**config.mk**
```make
export PLATFORM = sky130hd
export DESIGN_NAME = conv3x3_window_ctrl
export DESIGN_NICKNAME = d
export VERILOG_FILES = /design/src/rtl/conv3x3_window_ctrl.sv
export SDC_FILE = /design/constraint.sdc
export NUM_CORES = 1
export LEC_CHECK = 0
export ABC_CLOCK_PERIOD_IN_PS = 5900
export BUFFER_PORTS_ARGS = -buffer_cell sky130_fd_sc_hd__buf_2
export CORE_ASPECT_RATIO = 2
export CORE_MARGIN = 2
export CORE_UTILIZATION = 35
export CTS_CLUSTER_SIZE = 12
export DETAILED_ROUTE_END_ITERATION = 10
export HOLD_SLACK_MARGIN = 0.12
export PLACE_DENSITY = 0.49
export SYNTH_ARGS = -nofsm -noshare
export SYNTH_HDL_FRONTEND = slang
export SYNTH_SLANG_ARGS = --single-unit
```
**constraint.sdc**
```tcl
create_clock -name clk -period 5.9 [get_ports clk]
set_clock_uncertainty 0.05 [all_clocks]
set_input_delay 0 -clock clk [delete_from_list [all_inputs] [get_ports clk]]
set_output_delay 0 -clock clk [all_outputs]
set_load 0.005 [all_outputs]
```
**src/rtl/conv3x3_window_ctrl.sv**
```systemverilog
// conv3x3_window_ctrl: frame controller feeding a 3x3 convolution core.
// Latches the frame geometry, kernel weights and bias on a legal start, issues
// a one-cycle weight-load strobe, then streams raster-order pixels through two
// line buffers and a 3x3 shift window, presenting each complete window once.
`timescale 1ns/1ps
module conv3x3_window_ctrl #(
    parameter int MAX_W = 32,
    parameter int PIX_W = 8
) (
    input  logic               clk,
    input  logic               rst,
    input  logic               start,
    input  logic [5:0]         cfg_width,
    input  logic [5:0]         cfg_height,
    input  logic [71:0]        cfg_weights,
    input  logic [7:0]         cfg_bias,
    input  logic               pix_valid,
    input  logic [PIX_W-1:0]   pix_data,
    output logic               pix_ready,
    output logic               weight_en,
    output logic [71:0]        weights_data,
    output logic [7:0]         bias_data,
    output logic               win_valid,
    output logic [9*PIX_W-1:0] win_data,
    output logic               busy,
    output logic               done,
    output logic               cfg_err,
    output logic [11:0]        out_count
);

    localparam int AW = (MAX_W > 1) ? $clog2(MAX_W) : 1;
    localparam logic [6:0] MAX_W7 = 7'(MAX_W);

    typedef enum logic [1:0] {S_IDLE, S_LOAD_W, S_STREAM, S_DONE} state_t;

    state_t             state_q, state_d;
    logic [5:0]         width_q, width_d;
    logic [5:0]         height_q, height_d;
    logic [71:0]        weights_q, weights_d;
    logic [7:0]         bias_q, bias_d;
    logic [5:0]         col_q, col_d;
    logic [5:0]         row_q, row_d;
    logic [11:0]        out_count_q, out_count_d;
    logic               win_valid_q, win_valid_d;
    logic               cfg_err_q, cfg_err_d;
    logic [9*PIX_W-1:0] win_q, win_d;

    // line0 holds the previous row, line1 the row before that
    logic [PIX_W-1:0]   line0_mem [MAX_W];
    logic [PIX_W-1:0]   line1_mem [MAX_W];

    logic               accept;
    logic               cfg_ok;
    logic [AW-1:0]      col_idx;
    logic [PIX_W-1:0]   top_pix;
    logic [PIX_W-1:0]   mid_pix;

    assign accept  = pix_valid && (state_q == S_STREAM);
    assign cfg_ok  = (cfg_width >= 6'd3) && ({1'b0, cfg_width} <= MAX_W7) && (cfg_height >= 6'd3);
    assign col_idx = col_q[AW-1:0];
    assign top_pix = line1_mem[col_idx];
    assign mid_pix = line0_mem[col_idx];

    // Next-state, latching, counters and window shift
    always_comb begin
        state_d     = state_q;
        width_d     = width_q;
        height_d    = height_q;
        weights_d   = weights_q;
        bias_d      = bias_q;
        col_d       = col_q;
        row_d       = row_q;
        out_count_d = out_count_q;
        win_valid_d = 1'b0;
        cfg_err_d   = 1'b0;
        win_d       = win_q;
        case (state_q)
            S_IDLE: begin
                if (start) begin
                    if (cfg_ok) begin
                        width_d     = cfg_width;
                        height_d    = cfg_height;
                        weights_d   = cfg_weights;
                        bias_d      = cfg_bias;
                        col_d       = 6'd0;
                        row_d       = 6'd0;
                        out_count_d = 12'd0;
                        state_d     = S_LOAD_W;
                    end else begin
                        cfg_err_d = 1'b1;
                    end
                end
            end
            S_LOAD_W: state_d = S_STREAM;
            S_STREAM: begin
                if (accept) begin
                    // Shift every window row left by one column, new column enters on the right
                    for (int r = 0; r < 3; r++) begin
                        win_d[(3*r)*PIX_W +: PIX_W]   = win_q[(3*r+1)*PIX_W +: PIX_W];
                        win_d[(3*r+1)*PIX_W +: PIX_W] = win_q[(3*r+2)*PIX_W +: PIX_W];
                    end
                    win_d[2*PIX_W +: PIX_W] = top_pix;
                    win_d[5*PIX_W +: PIX_W] = mid_pix;
                    win_d[8*PIX_W +: PIX_W] = pix_data;
                    // Columns 0 and 1 of each row refill the window, so no window spans a wrap
                    if ((row_q >= 6'd2) && (col_q >= 6'd2)) begin
                        win_valid_d = 1'b1;
                        out_count_d = out_count_q + 12'd1;
                    end
                    if (col_q == width_q - 6'd1) begin
                        col_d = 6'd0;
                        if (row_q == height_q - 6'd1) begin
                            row_d   = 6'd0;
                            state_d = S_DONE;
                        end else begin
                            row_d = row_q + 6'd1;
                        end
                    end else begin
                        col_d = col_q + 6'd1;
                    end
                end
            end
            S_DONE:  state_d = S_IDLE;
            default: state_d = S_IDLE;
        endcase
    end

    // State and control registers with asynchronous reset
    always_ff @(posedge clk or posedge rst) begin
        if (rst) begin
            state_q     <= S_IDLE;
            width_q     <= 6'd0;
            height_q    <= 6'd0;
            weights_q   <= 72'd0;
            bias_q      <= 8'd0;
            col_q       <= 6'd0;
            row_q       <= 6'd0;
            out_count_q <= 12'd0;
            win_valid_q <= 1'b0;
            cfg_err_q   <= 1'b0;
            win_q       <= '0;
        end else begin
            state_q     <= state_d;
            width_q     <= width_d;
            height_q    <= height_d;
            weights_q   <= weights_d;
            bias_q      <= bias_d;
            col_q       <= col_d;
            row_q       <= row_d;
            out_count_q <= out_count_d;
            win_valid_q <= win_valid_d;
            cfg_err_q   <= cfg_err_d;
            win_q       <= win_d;
        end
    end

    // Line buffers roll down one row per accepted pixel; contents survive reset
    always_ff @(posedge clk) begin
        if (accept) begin
            line1_mem[col_idx] <= mid_pix;
            line0_mem[col_idx] <= pix_data;
        end
    end

    assign pix_ready    = (state_q == S_STREAM);
    assign weight_en    = (state_q == S_LOAD_W);
    assign busy         = (state_q != S_IDLE);
    assign done         = (state_q == S_DONE);
    assign weights_data = weights_q;
    assign bias_data    = bias_q;
    assign win_valid    = win_valid_q;
    assign win_data     = win_q;
    assign cfg_err      = cfg_err_q;
    assign out_count    = out_count_q;

endmodule

```
-- Yosys cells after proc, flatten, opt, wreduce, memory -nomap -nowiden
Memory sizes are Yosys's and may differ from the RTL's. A register that Yosys moved wholly into a read port is not among the register bits.
Index checks and enable logic that the tools add are counted.
- flip-flop bits (word level): 192
- latch bits: 0
- RAM bits: 512
- ROM bits: 0
- bits of input ports: 104
- output and inout port bits: 170
- memories kept: 2
- add/sub/neg operators: 5
- $mul: 0
- div/mod/pow operators: 0
- $lt $le $gt $ge: 5
- equal/unequal tests: 11
- shift-type cells: 0
- muxes and demuxes: 28
- bitwise operators: 0
- reductions and logical operators: 13
- memory list (memory ; depth ; width ; read ports ; clocked after memory_dff ; write ports ; line ; RTL):
    line0_mem ; 32 ; 8 ; 1 ; 0 ; 1 ; 49 ; logic [PIX_W-1:0] line0_mem [MAX_W];
    line1_mem ; 32 ; 8 ; 1 ; 1 ; 1 ; 50 ; logic [PIX_W-1:0] line1_mem [MAX_W];
- operator list (cell ; number):
    12-bit 2-to-1 mux ; 4
    6-bit 2-to-1 mux ; 7
    6-bit by 2-bit greater-or-equal comparator with 1-bit output (second input constant) ; 4
    12-bit case mux with 2 select lines ; 1
    6-bit case mux with 2 select lines ; 2
    5-bit AND reduction ; 3
    12-bit by 1-bit adder with 12-bit output (second input constant) ; 1
    6-bit by 1-bit adder with 6-bit output (second input constant) ; 2
    6-bit equality test ; 2
    6-bit by 1-bit subtractor with 6-bit output (second input constant) ; 2
    2-bit 2-to-1 mux ; 5
    1-bit 2-to-1 mux ; 8
    2-bit by 1-bit != test with 1-bit output (second input constant) ; 4
    2-bit case mux with 4 select lines ; 1
    6-bit less-or-equal comparator (second input constant) ; 1
    2-bit equality test (second input constant) ; 2
    1-bit logical AND ; 4
    2-bit != test (second input constant) ; 2
    4-bit AND reduction ; 1
    2-bit nonzero test ; 2
    3-bit AND reduction ; 1
    2-bit by 1-bit equality test with 1-bit output (second input constant) ; 1
    2-bit logical NOT ; 1
    2-bit AND reduction ; 1

-- Depth between registers and ports, before layout
- depth in word-level cells: 6
- gate-level depth with buffers: 13
- depth with buffers taken out: 8

-- Least setup slack after synthesis
Ideal clock, no wire load.
- kind: flip-flop to flip-flop
- start point: register col_q[1]
- end point: register win_q[44], in the netlist win_data[44]
- library setup time: 127 ps
- arrival: 2878 ps
- required time: 5723 ps
- setup slack: 2845 ps
- stages on the path, launching flop included: 9
- path buffers: 3
- period minus slack after synthesis: 3055 ps
- cells stage by stage: dfrtp_1 > buf_2 > clkbuf_1 > clkbuf_1 > mux4_2 > a32o_1 > nor2_1 > nand4_1 > mux2_2
- word-level cells in the longest chain between the ends: 1
- ends and longest elaborated chain (what ; line ; RTL):
    start: declaration ; 41 ; logic [5:0] col_q, col_d;
    start signal: assignment ; 148 ; col_q <= col_d;
    memory 32 x 8 bit ; n/a ;
    via mid_pix[4] ; 56 ; logic [PIX_W-1:0] mid_pix;
    end signal: assignment ; 153 ; win_q <= win_d;
    end: declaration ; 46 ; logic [9*PIX_W-1:0] win_q, win_d;
The timed path passes the listed nets, and every way through them passes these cells.
A chain may end at the register's enable or synchronous reset.

-- Worst setup path after layout
- start point: register state_q[0]
- end point: register col_q[0]
- word-level cells in the longest chain between the ends: 4
- ends and longest elaborated chain (what ; line ; RTL):
    start: declaration ; 36 ; state_t state_q, state_d;
    start signal: assignment ; 143 ; state_q <= state_d;
    2-bit equality test ; 58, 77 ;
    1-bit logical AND ; 58 ; assign accept = pix_valid && (state_q == S_STREAM);
    2-bit by 1-bit != test with 1-bit output (no line) ; n/a ;
    4-bit AND reduction (no line) ; n/a ;
Parallel ways exist; a longest one is shown, timed or not.

==> impl_results.md <==
- Status: finished clean
- Nets@finish: 2221
- Adder-cell share of the synthesized area: 0.634%
- Worst-margin pin slew: 1.22 ns
- DR iter-0 viols: 1147
- Worst slew margin: 18.4%
- Worst-path clk slew: 0.06 ns
- Number of global-route vias before repair: 17500
- Count leader, synth: edfxtp_1
- Seq/Total Area, Yosys: 73.1%
- Final Setup Violations: 0
- CTS root buf: clkbuf_16
- Post-synthesis instance area: 27600 um2
- TritonCTS sink count: 704
- Share of post-route cells with drive strength above 1: 30.7%
- Via Count: 16100
- Period utilization: 69.8%
- Height of the chip: 401 um
- Synth Area in XOR/XNOR: 0.788%
- # IOs: 274
- Total wire length: 79.8 mm
- Ys async rst share: 27.3%
- Crit. End Element: register
- Clock Latency Late Sink: 0.63 ns
- Post-route ant nets: 0
- Setup TNS: 0 ns
- Area fraction in and, or, nand and nor cells after synthesis: 5.99%
- Post-synthesis mux area share: 14.8%
- Number of synthesized register bits: 704
- Unrepaired setup endpoints after global routing: no
- Cts bufs inserted: 70
- Worst path buffer plus inverter count: 2
- Cell variety after synth: 56
- Top Family by Delay on Critical Path: compound AO/OA/AOI/OAI gates
- Final RePlAce weighted congestion: 0.802
- Initial antenna violation count: 2
- Synth top cells by count: 512 x edfxtp_1, 213 x nand2_1, 192 x dfrtp_1, 127 x mux4_2, 102 x mux2_2
- Critical Path RT: 6.25 ns
- Resized cells post-CTS: 0
- Main combinational cell family by area after synthesis: multiplexers
- Slew Limit Fails: 0
- Mean Syn Cell Area: 17.5 um2
- Area contributors post-synth: edfxtp_1 56%, dfrtp_1 17%, mux4_2 10%
- CP peak stage delay: 0.97 ns
- CP Max Fanout: 14
- Area of the core: 78200 um2
- Max clock buf depth: 3
- P_leak: 12.7 nW
- Maximum vdd ir drop: 0.197 mV
- Area delta synth->final: 24.6%
- Beginning of the critical path: state_q[0]$_DFFE_PP0P_
- FILL cells: 6847
- Post-synth top flop: edfxtp_1
- Number of remaining DRC errors: 0
- Pin count of the biggest net entering global routing: 87
- Rows: 145
- Gr usage total: 19.8%
- Yosys warning count: 0
- Startpoint Class: register
- Fin crit period: 4.12 ns
- DP HPWL: 50.2 mm
- Die area: 81300 um2
- Die Span X: 203 um
- H-tree levels: 3
- CP max-delay cell: o22ai_1
- Area leader, netlist: edfxtp_1
- Post-CTS Setup Bufs: 0
- DR WL/cell: 25.2 um
- Beginning of the worst register-to-register path: state_q[0]$_DFFE_PP0P_
- DR vias/cell: 5.09
- MaxCap Viol Count: 0
- First-pass GRT wire length: 117 mm
- DRT Pass-1 Iters: 7
- Synth top area share: 55.7%
- Total congestion overflow: 0
- Syn nets: 1700
- Min-delay src: cfg_weights[58]
- Worst Hold Class: primary input to register
- Critical-path cell list: inv_1 > ha_1 > clkinv_1 > o22ai_1 > nor2_1 > o21ai_0
- Layout Utilization: 44.0%
- CTS tree: yes
- Compound-Gate Fraction of Synth Area: 2.95%
- Critical path class: register to register
- Worst Path Arrival: 4.46 ns
- Max Freq: 243 MHz
- Pwr Density: 436 nW/um2
- Final hold vios: 0
- Buffers on Ports: 273
- Initial Utilization: 35.3%
- Post-synth EDFFs: 512
- Syn Inst Count: 1582
report_power, final:
| part | leakage (nW) | total (W) | switching (W) | internal (W) |
|---|---|---|---|---|
| clock network | 0.994 | 0.00419 | 0.00184 | 0.00235 |
| registers | 6.99 | 0.00683 | 0.000478 | 0.00636 |
| logic | 4.76 | 0.00398 | 0.00227 | 0.00172 |
placed cells by master, fill, tap and decap left out, drive strengths merged, types with 5 or more instances in the layout:
master and instances:
edfxtp 512, o41ai 5, mux4 128, nand3 37, inv 26, a221oi 12
nor2 79, nand2 213, xor2 6, nand2b 5, dfrtp 192, nand4 7
xnor2 18, mux2i 5, and2 5, buf 334, nor4 9, mux2 102
or4 7, clkbuf 104, a21oi 20, a32o 20, dlygate4sd3 197, ha 14
o31ai 6, nor3 8, o21ai 24
worst paths after layout:
check,slack [ns],cells past startpoint,end
setup / recovery,1.78,6,col_q[0]$_DFFE_PP0P_
hold / removal,0.16,3,weights_data[58]$_DFFE_PP0P_
setup reg to reg,1.78,6,col_q[0]$_DFFE_PP0P_
hold reg to reg,0.42,2,win_data[2]$_DFFE_PP0P_
max in group asynchronous,3.73,5,col_q[1]$_DFFE_PP0P_
min in group asynchronous,0.56,4,weights_data[62]$_DFFE_PP0P_
flip-flops by register name, indices dropped and copies added, names as in the netlist:
register,count
width_q,6
state_q,2
win_valid,1
height_q,6
line1_mem,256
win_data,72
out_count,12
cfg_err,1
weights_data,72
row_q,6
bias_data,8
line0_mem,256
col_q,6
metal layers:
metal	GRT usage (%)	part of all wire, %	vias to the layer above
met2	38.2	56	518
met1	21.0	36	8389
met4	8.80	4.2	0
met3	2.72	4.1	124
li1	-	-	7118
met5	0	0	-
final cells by class:
cell class	instances	area, um2	area share (%)
diodes	1	2.50	0.00727
clock buffers	104	2020	5.86
clock inverters	5	45.0	0.131
inverters	25	101	0.294
multi-input cells	771	6960	20.2
flip-flops and latches	704	20200	58.6
well taps	1029	1290	3.74
repair buffers	531	3820	11.1
worst register-to-register path: stages (launching register included):
cell and delay [ns]:
dfrtp_1 0.41, inv_1 0.15, ha_1 0.54, clkinv_1 0.47
o22ai_1 0.97, nor2_1 0.35, o21ai_0 0.94
stage by stage:
| stage | area, um2 | power [W] | instances | hold slack (ns) | worst slack [ns] |
|---|---|---|---|---|---|
| floorplan | 27600 | 0.00914 | 1582 | 0.0489 | 0.623 |
| global placement | 30400 | 0.0108 | 2863 | 0.0799 | 1.76 |
| detailed placement | 30400 | 0.0108 | 2863 | 0.0850 | 1.69 |
| CTS | 34400 | 0.0152 | 3169 | 0.126 | 1.60 |
| global route | 34400 | 0.0157 | 3169 | 0.137 | 1.47 |
| finish | 34400 | 0.0150 | 3170 | 0.163 | 1.78 |
what timing repair did:
action | CTS | global route
hold buffers | 197 | 0
hold endpoints to repair | 518 | 0
endpoints found under the setup margin | 0 | 0
kinds of logic after synthesis:
| kind of cell | after synthesis |
|---|---|
| AO/OA/AOI/OAI | 112 |
| XOR/XNOR | 24 |
| adder cells (fa/ha/maj) | 14 |
| buffers and inverters | 107 |
| flip-flops | 704 |
| multiplexers | 235 |
| AND/OR/NAND/NOR | 386 |
Note: power is estimated with default switching activity, not from simulation.
